--- src/rtl/gpio_fifo_top_serial.sv ---
// GPIO serial port: write-side FIFO feeding a serial transmitter, plus a serial receiver.
// Define GPIO_LSB_FIRST_EN to put words on the wire LSB-first (default is MSB-first).
module gpio_fifo_top_serial #(
    parameter int DSIZE = 8,
    parameter int ASIZE = 4
) (
    input  logic             wclk,
    input  logic             wrst_n,
    input  logic             winc,
    input  logic [DSIZE-1:0] wdata,
    input  logic             gpio_direction,
    input  logic             gpio_in,
    output logic             serial_out,
    output logic [DSIZE-1:0] pin_status,
    output logic             wfull
);

    localparam int DEPTH = 1 << ASIZE;
    localparam int CW    = (DSIZE > 1) ? $clog2(DSIZE) : 1;

    typedef enum logic {
        IDLE,
        SHIFT
    } tx_state_t;

    tx_state_t        state;
    logic [DSIZE-1:0] mem [0:DEPTH-1];
    logic [ASIZE:0]   wptr;
    logic [ASIZE:0]   rptr;
    logic [DSIZE-1:0] head;
    logic [DSIZE-1:0] tx_sr;
    logic [DSIZE-1:0] rx_sr;
    logic [CW-1:0]    bit_cnt;
    logic [CW-1:0]    rx_cnt;
    logic             empty;
    logic             push;
    logic             pop;
    logic             rx_active;
    logic             tx_first;
    logic [DSIZE-1:0] tx_load;
    logic             tx_bit;
    logic [DSIZE-1:0] tx_shifted;
    logic [DSIZE-1:0] rx_next;

    assign empty = (wptr == rptr);
    assign wfull = (wptr[ASIZE] != rptr[ASIZE]) &&
                   (wptr[ASIZE-1:0] == rptr[ASIZE-1:0]);
    assign push  = winc && !wfull;
    assign head  = mem[rptr[ASIZE-1:0]];

    // A pop happens from IDLE or on the last bit of a frame, giving gap-free back-to-back frames.
    assign pop = gpio_direction && !empty &&
                 ((state == IDLE) || ((state == SHIFT) && (bit_cnt == '0)));

    assign rx_active = !gpio_direction && (state == IDLE);

`ifdef GPIO_LSB_FIRST_EN
    assign tx_first   = head[0];
    assign tx_load    = head >> 1;
    assign tx_bit     = tx_sr[0];
    assign tx_shifted = tx_sr >> 1;
    assign rx_next    = {gpio_in, rx_sr[DSIZE-1:1]};
`else
    assign tx_first   = head[DSIZE-1];
    assign tx_load    = head << 1;
    assign tx_bit     = tx_sr[DSIZE-1];
    assign tx_shifted = tx_sr << 1;
    assign rx_next    = {rx_sr[DSIZE-2:0], gpio_in};
`endif

    always_ff @(posedge wclk) begin
        if (push) begin
            mem[wptr[ASIZE-1:0]] <= wdata;
        end
    end

    always_ff @(posedge wclk) begin
        if (!wrst_n) begin
            wptr       <= '0;
            rptr       <= '0;
            state      <= IDLE;
            serial_out <= 1'b0;
            pin_status <= '0;
            tx_sr      <= '0;
            bit_cnt    <= '0;
            rx_sr      <= '0;
            rx_cnt     <= '0;
        end else begin
            if (push) begin
                wptr <= wptr + 1'b1;
            end

            if (pop) begin
                rptr       <= rptr + 1'b1;
                pin_status <= head;
                serial_out <= tx_first;
                tx_sr      <= tx_load;
                bit_cnt    <= CW'(DSIZE - 1);
                state      <= SHIFT;
            end else if ((state == SHIFT) && (bit_cnt != '0)) begin
                serial_out <= tx_bit;
                tx_sr      <= tx_shifted;
                bit_cnt    <= bit_cnt - 1'b1;
            end else begin
                serial_out <= 1'b0;
                state      <= IDLE;
            end

            // Receiver never overlaps a pop, so its pin_status update cannot collide with TX.
            if (rx_active) begin
                rx_sr <= rx_next;
                if (rx_cnt == CW'(DSIZE - 1)) begin
                    pin_status <= rx_next;
                    rx_cnt     <= '0;
                end else begin
                    rx_cnt <= rx_cnt + 1'b1;
                end
            end else begin
                rx_sr  <= '0;
                rx_cnt <= '0;
            end
        end
    end

endmodule

--- config.mk ---
export PLATFORM = sky130hd
export DESIGN_NAME = gpio_fifo_top_serial
export DESIGN_NICKNAME = d
export VERILOG_FILES = /design/src/rtl/gpio_fifo_top_serial.sv
export SDC_FILE = /design/constraint.sdc
export NUM_CORES = 1
export LEC_CHECK = 0
export ABC_AREA = 1
export ABC_CLOCK_PERIOD_IN_PS = 1800
export BUFFER_PORTS_ARGS = -buffer_cell sky130_fd_sc_hd__buf_4
export CAP_MARGIN = 20
export CORE_MARGIN = 10
export CORE_UTILIZATION = 35
export DETAILED_ROUTE_END_ITERATION = 16
export GPL_ROUTABILITY_DRIVEN = 1
export SLEW_MARGIN = 20
export SYNTH_ARGS = -nofsm -noshare
export SYNTH_HDL_FRONTEND = slang
export SYNTH_SLANG_ARGS = --single-unit
--- constraint.sdc ---
create_clock -name wclk -period 1.8 [get_ports wclk]
set_input_delay 0.36 -clock wclk [delete_from_list [all_inputs] [get_ports wclk]]
set_output_delay 0.36 -clock wclk [all_outputs]
set_load 0.02 [all_outputs]
==> flow_metrics.tcl, run 1 <==
set metrics [dict create \
    post-place-ws_ns -0.1725 \
    area_growth_pct 20.81 \
    start_util_pct 35.34 \
    final-hold-violation-count 0 \
    power_frac_seq_pct 47.4 \
    wirelength_um 17750 \
    avgRoutedWirePerCell_um 15.89 \
    final_cell_mix "nand2_1, edfxtp_1, inv_1" \
    startpoint_type "register" \
    cpMaxStageDelayCell "dfxtp_2" \
    rows 53 \
    htreeDepth 4 \
    final_common_cell "nand2_1" \
    status "complete, but fails checks" \
    netlist_area_um2 7382 \
    yosys_register_bits 172 \
    irDropWorstVdd_mv 0.7786 \
    final_util_pct 42.70 \
    whs_ns 0.1513 \
    reg2reg_from "rptr[1]" \
    rsz0062_at_grt "yes" \
    r2r_end "mem[5][2]" \
    stdcell_count 1117 \
    vias 5234 \
    cts_hold_buf 0 \
    place_congestion 0.8487 \
    cp-end-kind "output port" \
    yosysSeqAreaShare_pct 64.00 \
    p_leak_nw 3.696 \
    fp.coreArea_um2 20890 \
    first_iter_violations 424 \
    crit_chain "inv_2 > nand2_1 > nand2_1 > nor2_2 > nand2_1 > or2_4 > buf_6 > inv_4 > buf_6" \
    power.share.combinational_pct 17.7 \
    port-buffer-count 22 \
    grt_pass1_vias 5195 \
    cts_tree "built" \
    grt_pass1_wl_um 28130 \
    power_density_nw_per_um2 1060 \
    p_int_w 0.006779 \
    cts_buffers 17 \
    die_w_um 165.2 \
    critPathKind "register to output port" \
    drtPass1Iterations 5 \
    antenna_cells 0 \
    crit_end "wfull" \
    clkTransAtPathRegs_ns 0.07 \
    setup_violations 17 \
    max_stage_delay_ns 0.34 \
    final_nets 851 \
    dieArea_um2 27300 \
    synth.area.top_cells "edfxtp_1, nand2_1, dfxtp_1" \
    worstMarginPinSlew_ns 0.5487 \
    multi_input_area_um2 2330 \
    power_frac_clock_pct 34.9 \
    crit_required_ns 1.44 \
    dpl.cell_count 1077 \
    arrival_ns 1.60 \
    path_buf_inv 4 \
    failed_checks "setup timing" \
    slew_headroom_pct 63.38 \
    syn-num-nets 799 \
    postRouteAntennaNets 0 \
    post-dp-hpwl_um 11840 \
    drc_errors 0 \
    overflow 0 \
    switchingPower_w 0.002679 \
    synth_cells 777 \
    path_delay_family "simple AND/OR/NAND/NOR gates" \
    ys.warnings.count 0 \
    worstPathMaxFanout 3 \
    hp-class "input pin to register" \
    rrSetupSlack_ns -0.01 \
    synth_top_area_share_pct 52.07 \
    drt-vias-per-instance 4.686 \
    crit_start "rptr[1]" \
    cts_root_buffer "clkbuf_16" \
    seqCellArea_um2 4735 \
    grt_use_total_pct 13.58 \
    fillCellCount 2022 \
    cts_max_path_buffers 2 \
    synth_area_per_cell_um2 9.501 \
    period_share_pct 108.6 \
    grt_max_degree 39 \
    setup_ws_ns -0.1555 \
    drive_gt1_share_pct 17.34 \
    ys_types 28 \
    slew_violations 0 \
    clk_latency_ns 0.44 \
    path_depth 9 \
    cts.sinks 172 \
    period_needed_ns 1.955 \
    synth_top_area_cell "edfxtp_1" \
    timing.fmax_mhz 511.4 \
    clock_skew_ns 0.01525 \
    reg2reg_depth 12 \
    crit_top_cell "nand2_1" \
    die_h_um 165.2 \
    grt_antenna_before_repair 0 \
    switching_share_pct 28.33 \
    maxCapViolCount 0 \
    io_pins 23 \
]
-- power by group through the flow --
stage | Clock (W) | Combinational [W] | Sequential, W
final | 0.00330 | 0.00168 | 0.00448
after CTS | 0.00336 | 0.00162 | 0.00448
after floorplan | 0 | 0.000949 | 0.00458
after detailed placement | 0 | 0.00156 | 0.00456
after global routing | 0.00354 | 0.00188 | 0.00449
after global placement | 0 | 0.00156 | 0.00456
-- worst min-delay path by stage --
stage | startpoint | end | slack (ns) | cells past startpoint
floorplan | rx_cnt[0] | rx_cnt[0] | 0.40 | 1
global route | gpio_in | rx_sr[0] | 0.15 | 3
finish | gpio_in | rx_sr[0] | 0.15 | 3
global placement | rx_cnt[0] | rx_cnt[0] | 0.41 | 1
detailed placement | rx_sr[3] | rx_sr[4] | 0.41 | 2
CTS | gpio_in | rx_sr[0] | 0.14 | 3
-- cell families after synthesis --
| kind of cell | count (synthesis) | share of synthesized area [%] |
|---|---|---|
| adders and majority gates | 9 | 1.525 |
| DFF | 172 | 64.00 |
| AOI/OAI and AO/OA | 54 | 3.797 |
| buffers and inverters | 132 | 7.322 |
| and+or+nand+nor | 404 | 22.64 |
| xor gates and xnor gates | 6 | 0.7120 |
-- through the flow --
| stage | area, µm² | total power [W] | TNS [ns] |
|---|---|---|---|
| 6_report | 8919 | 0.009458 | -0.2756 |
| 3_3_place_gp | 8051 | 0.006119 | -8.032 |
| 4_1_cts | 8766 | 0.009450 | -0.2522 |
| 2_1_floorplan | 7382 | 0.005532 | -0.1850 |
| 3_5_place_dp | 8051 | 0.006122 | -12.52 |
| 5_1_grt | 8919 | 0.009912 | -14.68 |
-- repair_timing --
| action | 4_1_cts | 5_1_grt |
|---|---|---|
| cloned | 0 | 1 |
| gates resized for setup | 43 | 27 |
| hold endpoints to repair | 0 | 0 |
| endpoints found under the setup margin | 129 | 134 |
| pin swaps | 4 | 7 |
| setup buffers | 6 | 1 |
-- worst reg2reg max path, cell delays in order (launching register included) --
cell      delay (ns)
dfxtp_2         0.34
inv_2           0.04
nand2_1         0.04
nand2_1         0.05
nor2_2          0.13
nand2_1         0.07
or2_4           0.23
buf_4           0.14
buf_12          0.12
nand2_8         0.07
clkinv_8        0.10
nand2_8         0.13
nor2_4          0.09
-- per-layer routing --
| metal | share of wire [%] | global-route usage [%] | vias up |
|---|---|---|---|
| met5 | 0 | 0 | - |
| met4 | 2.5 | 6.280 | 0 |
| met1 | 43 | 16.43 | 2481 |
| met2 | 50 | 22.94 | 112 |
| met3 | 4.5 | 2.553 | 29 |
| li1 | - | - | 2612 |
-- flip-flops by register name, indices dropped and copies added (netlist names), named ones only --
register	count
rx_sr	7
rx_cnt	3
wptr	5
pin_status	8
mem	128
state	1
rptr	5
tx_sr	7
bit_cnt	3
serial_out	1
-- final cells by class --
type	count	area share [%]
flip-flops and latches	172	53.09
multi-input cells	473	26.12
repair buffers	64	6.594
clock buffers	18	4.812
inverters	101	4.419
well taps	275	3.858
clock inverters	14	1.108
-- Yosys cell counts --
master	instances
a21oi_1	24
nand3_2	1
buf_4	5
or2_4	1
buf_6	1
nor2_1	51
o21ai_0	9
nand2_2	4
nand3_1	89
inv_2	5
clkbuf_1	11
o21ai_1	17
inv_4	1
xor2_1	3
edfxtp_1	128
inv_1	95
buf_1	1
o211ai_1	3
dfxtp_1	44
buf_2	13
nor2_2	1
nand2_1	254
ha_1	9
o21bai_1	1
nor3_1	1
nand2_8	1
xnor2_1	3
or2_2	1
No activity file was read; power rests on OpenSTA's default activity.
==> inputs of run 2 (changes only) <==
--- a/config.mk
+++ b/config.mk
@@ -13,6 +13,7 @@
 export CORE_UTILIZATION = 35
 export DETAILED_ROUTE_END_ITERATION = 16
 export GPL_ROUTABILITY_DRIVEN = 1
+export REMOVE_ABC_BUFFERS = 1
 export SLEW_MARGIN = 20
 export SYNTH_ARGS = -nofsm -noshare
 export SYNTH_HDL_FRONTEND = slang
==> run 2 against run 1 <==
- the flow still finishes with violations (setup timing)
- design area up 0.62%
- combinational power down 3%
- via count up 1.1%
- cell count about the same
- clock power up 16%
- critical endpoint unchanged
==> flow_metrics.tcl, run 2 (same netlist as run 1, synthesis figures left out) <==
set metrics [dict create \
    power_density_nw_per_um2 1107 \
    period_needed_ns 2.001 \
    final_cell_mix "nand2_1, edfxtp_1, inv_1" \
    wirelength_um 17670 \
    path_buf_inv 4 \
    period_share_pct 111.2 \
    power.share.combinational_pct 16.4 \
    largest_reg_flops 128 \
    path_delay_family "simple AND/OR/NAND/NOR gates" \
    rows 53 \
    power_frac_seq_pct 45.1 \
    setup_violations 1 \
    p_total_w 0.009932 \
    holdPathStages 3 \
    rrSetupSlack_ns 0.07 \
    overflow 0 \
    clk_latency_ns 0.43 \
    failed_checks "setup timing" \
    vias 5289 \
    worstMarginPinSlew_ns 0.4581 \
    cts_root_buffer "clkbuf_16" \
    status "complete, but fails checks" \
    antenna_cells 0 \
    cts_buffers 17 \
    path_depth 9 \
    drtPass1Iterations 5 \
    grt_pass1_vias 5063 \
    die_h_um 165.2 \
    arrival_ns 1.64 \
    maxCapViolCount 0 \
    reg2reg_depth 11 \
    clock_skew_ns 0.007523 \
    start_util_pct 35.34 \
    grt_max_degree 40 \
    postRouteAntennaNets 0 \
    rsz0062_at_grt "yes" \
    seqCellArea_um2 4736 \
    timing.fmax_mhz 499.8 \
    dpl_cell_area_um2 8051 \
    max_stage_delay_ns 0.34 \
    avgRoutedWirePerCell_um 15.83 \
    io_pins 23 \
    irDropWorstVdd_mv 0.7712 \
    cts.sinks 172 \
    drt-vias-per-instance 4.739 \
    startpoint_type "register" \
    fp.coreArea_um2 20890 \
    htreeDepth 4 \
    final_common_cell "nand2_1" \
    crit_top_cell "nand2_1" \
    design_area_um2 8974 \
    cts_max_path_buffers 2 \
    final-hold-violation-count 0 \
    multi_input_area_um2 2333 \
    slew_violations 0 \
    cpMaxStageDelayCell "dfxtp_2" \
    drive_gt1_share_pct 18.07 \
    dpl.cell_count 1077 \
    grt_pass1_wl_um 27170 \
    p_leak_nw 3.697 \
    clkTransAtPathRegs_ns 0.07 \
    port-buffer-count 22 \
    crit_chain "inv_2 > nand2_1 > nand2_1 > nor2_2 > nand2_1 > or2_4 > buf_6 > inv_4 > buf_6" \
    critPathKind "register to output port" \
    grt_antenna_before_repair 0 \
    die_w_um 165.2 \
    p_int_w 0.007200 \
    switchingPower_w 0.002732 \
    area_growth_pct 21.56 \
    grt_use_total_pct 13.18 \
    setup_ws_ns -0.2008 \
    switching_share_pct 27.51 \
    power_frac_clock_pct 38.4 \
    dieArea_um2 27300 \
    slew_headroom_pct 69.42 \
    worstPathMaxFanout 3 \
    cts_tree "built" \
    stdcell_count 1116 \
    final_util_pct 42.96 \
    drc_errors 0 \
    first_iter_violations 447 \
    post-dp-hpwl_um 11750 \
    place_congestion 0.8219 \
    crit_required_ns 1.44 \
    cp-end-kind "output port" \
    final_nets 850 \
    fillCellCount 2007 \
    hp-class "input pin to register" \
]
## run 2: cell count changes in the layout (fill, tap and decap cells not counted), moves of 2 or more
| cell | previous run | this run |
|---|---|---|
| nor2_2 | 4 | 1 |
| nor2_1 | 32 | 34 |
| inv_6 | 2 | 4 |
| inv_1 | 91 | 89 |
| clkinv_2 | 4 | 1 |
| nand2_2 | 0 | 6 |
| nand2_1 | 253 | 249 |
| bufinv_16 | 0 | 3 |
| nand2_4 | 2 | 0 |
## run 2: layer usage
layer	vias up	global-route usage [%]	part of all wire [%]
met4	0	4.871	2.3
li1	2614	-	-
met5	-	0	0
met3	32	2.628	5.6
met2	152	21.06	48
met1	2491	17.36	44
## run 2: what timing repair did
| item | CTS | global route |
|---|---|---|
| resized for setup | 40 | 35 |
| hold buffers | 0 | 0 |
| pin swaps | 3 | 11 |
| buffers inserted | 4 | 3 |
| setup endpoints to repair | 129 | 133 |
## run 2: path summary, 6_finish.rpt
kind | endpoint | start
hold reg to reg | rx_cnt[0] | rx_cnt[0]
hold / removal | rx_sr[0] | gpio_in
setup reg to reg | mem[7][5] | rptr[1]
setup / recovery | wfull | rptr[1]
## run 2: cell type report
class                   count  area share, %
flip-flops and latches    172          52.77
clock inverters            14          2.050
repair buffers             63          6.135
well taps                 275          3.834
clock buffers              18          4.782
inverters                 101          4.420
multi-input cells         473          26.00
## run 2: worst min-delay path, delay by kind of cell
family | cells | cell delay (ns)
buffers and inverters | 2 | 0.16
AND/OR/NAND/NOR | 1 | 0.03
## run 2: metrics by stage
step           hold WS, ns  setup slack (ns)  TNS [ns]
2_1_floorplan       0.3969            -1.008    -15.12
3_3_place_gp        0.4093          -0.07785    -4.993
3_5_place_dp        0.4171           -0.1428    -12.49
4_1_cts             0.1539           -0.2004   -0.2197
5_1_grt             0.1725           -0.2683   -0.2799
6_report            0.1649           -0.2008   -0.2008
## run 2: power by group through the flow
stage	clock network, W	logic [W]	registers (W)
3_3_place_gp	0	0.00154	0.00456
5_1_grt	0.00400	0.00182	0.00450
4_1_cts	0.00385	0.00158	0.00448
2_1_floorplan	0	0.000789	0.00466
3_5_place_dp	0	0.00155	0.00457
6_report	0.00382	0.00163	0.00448
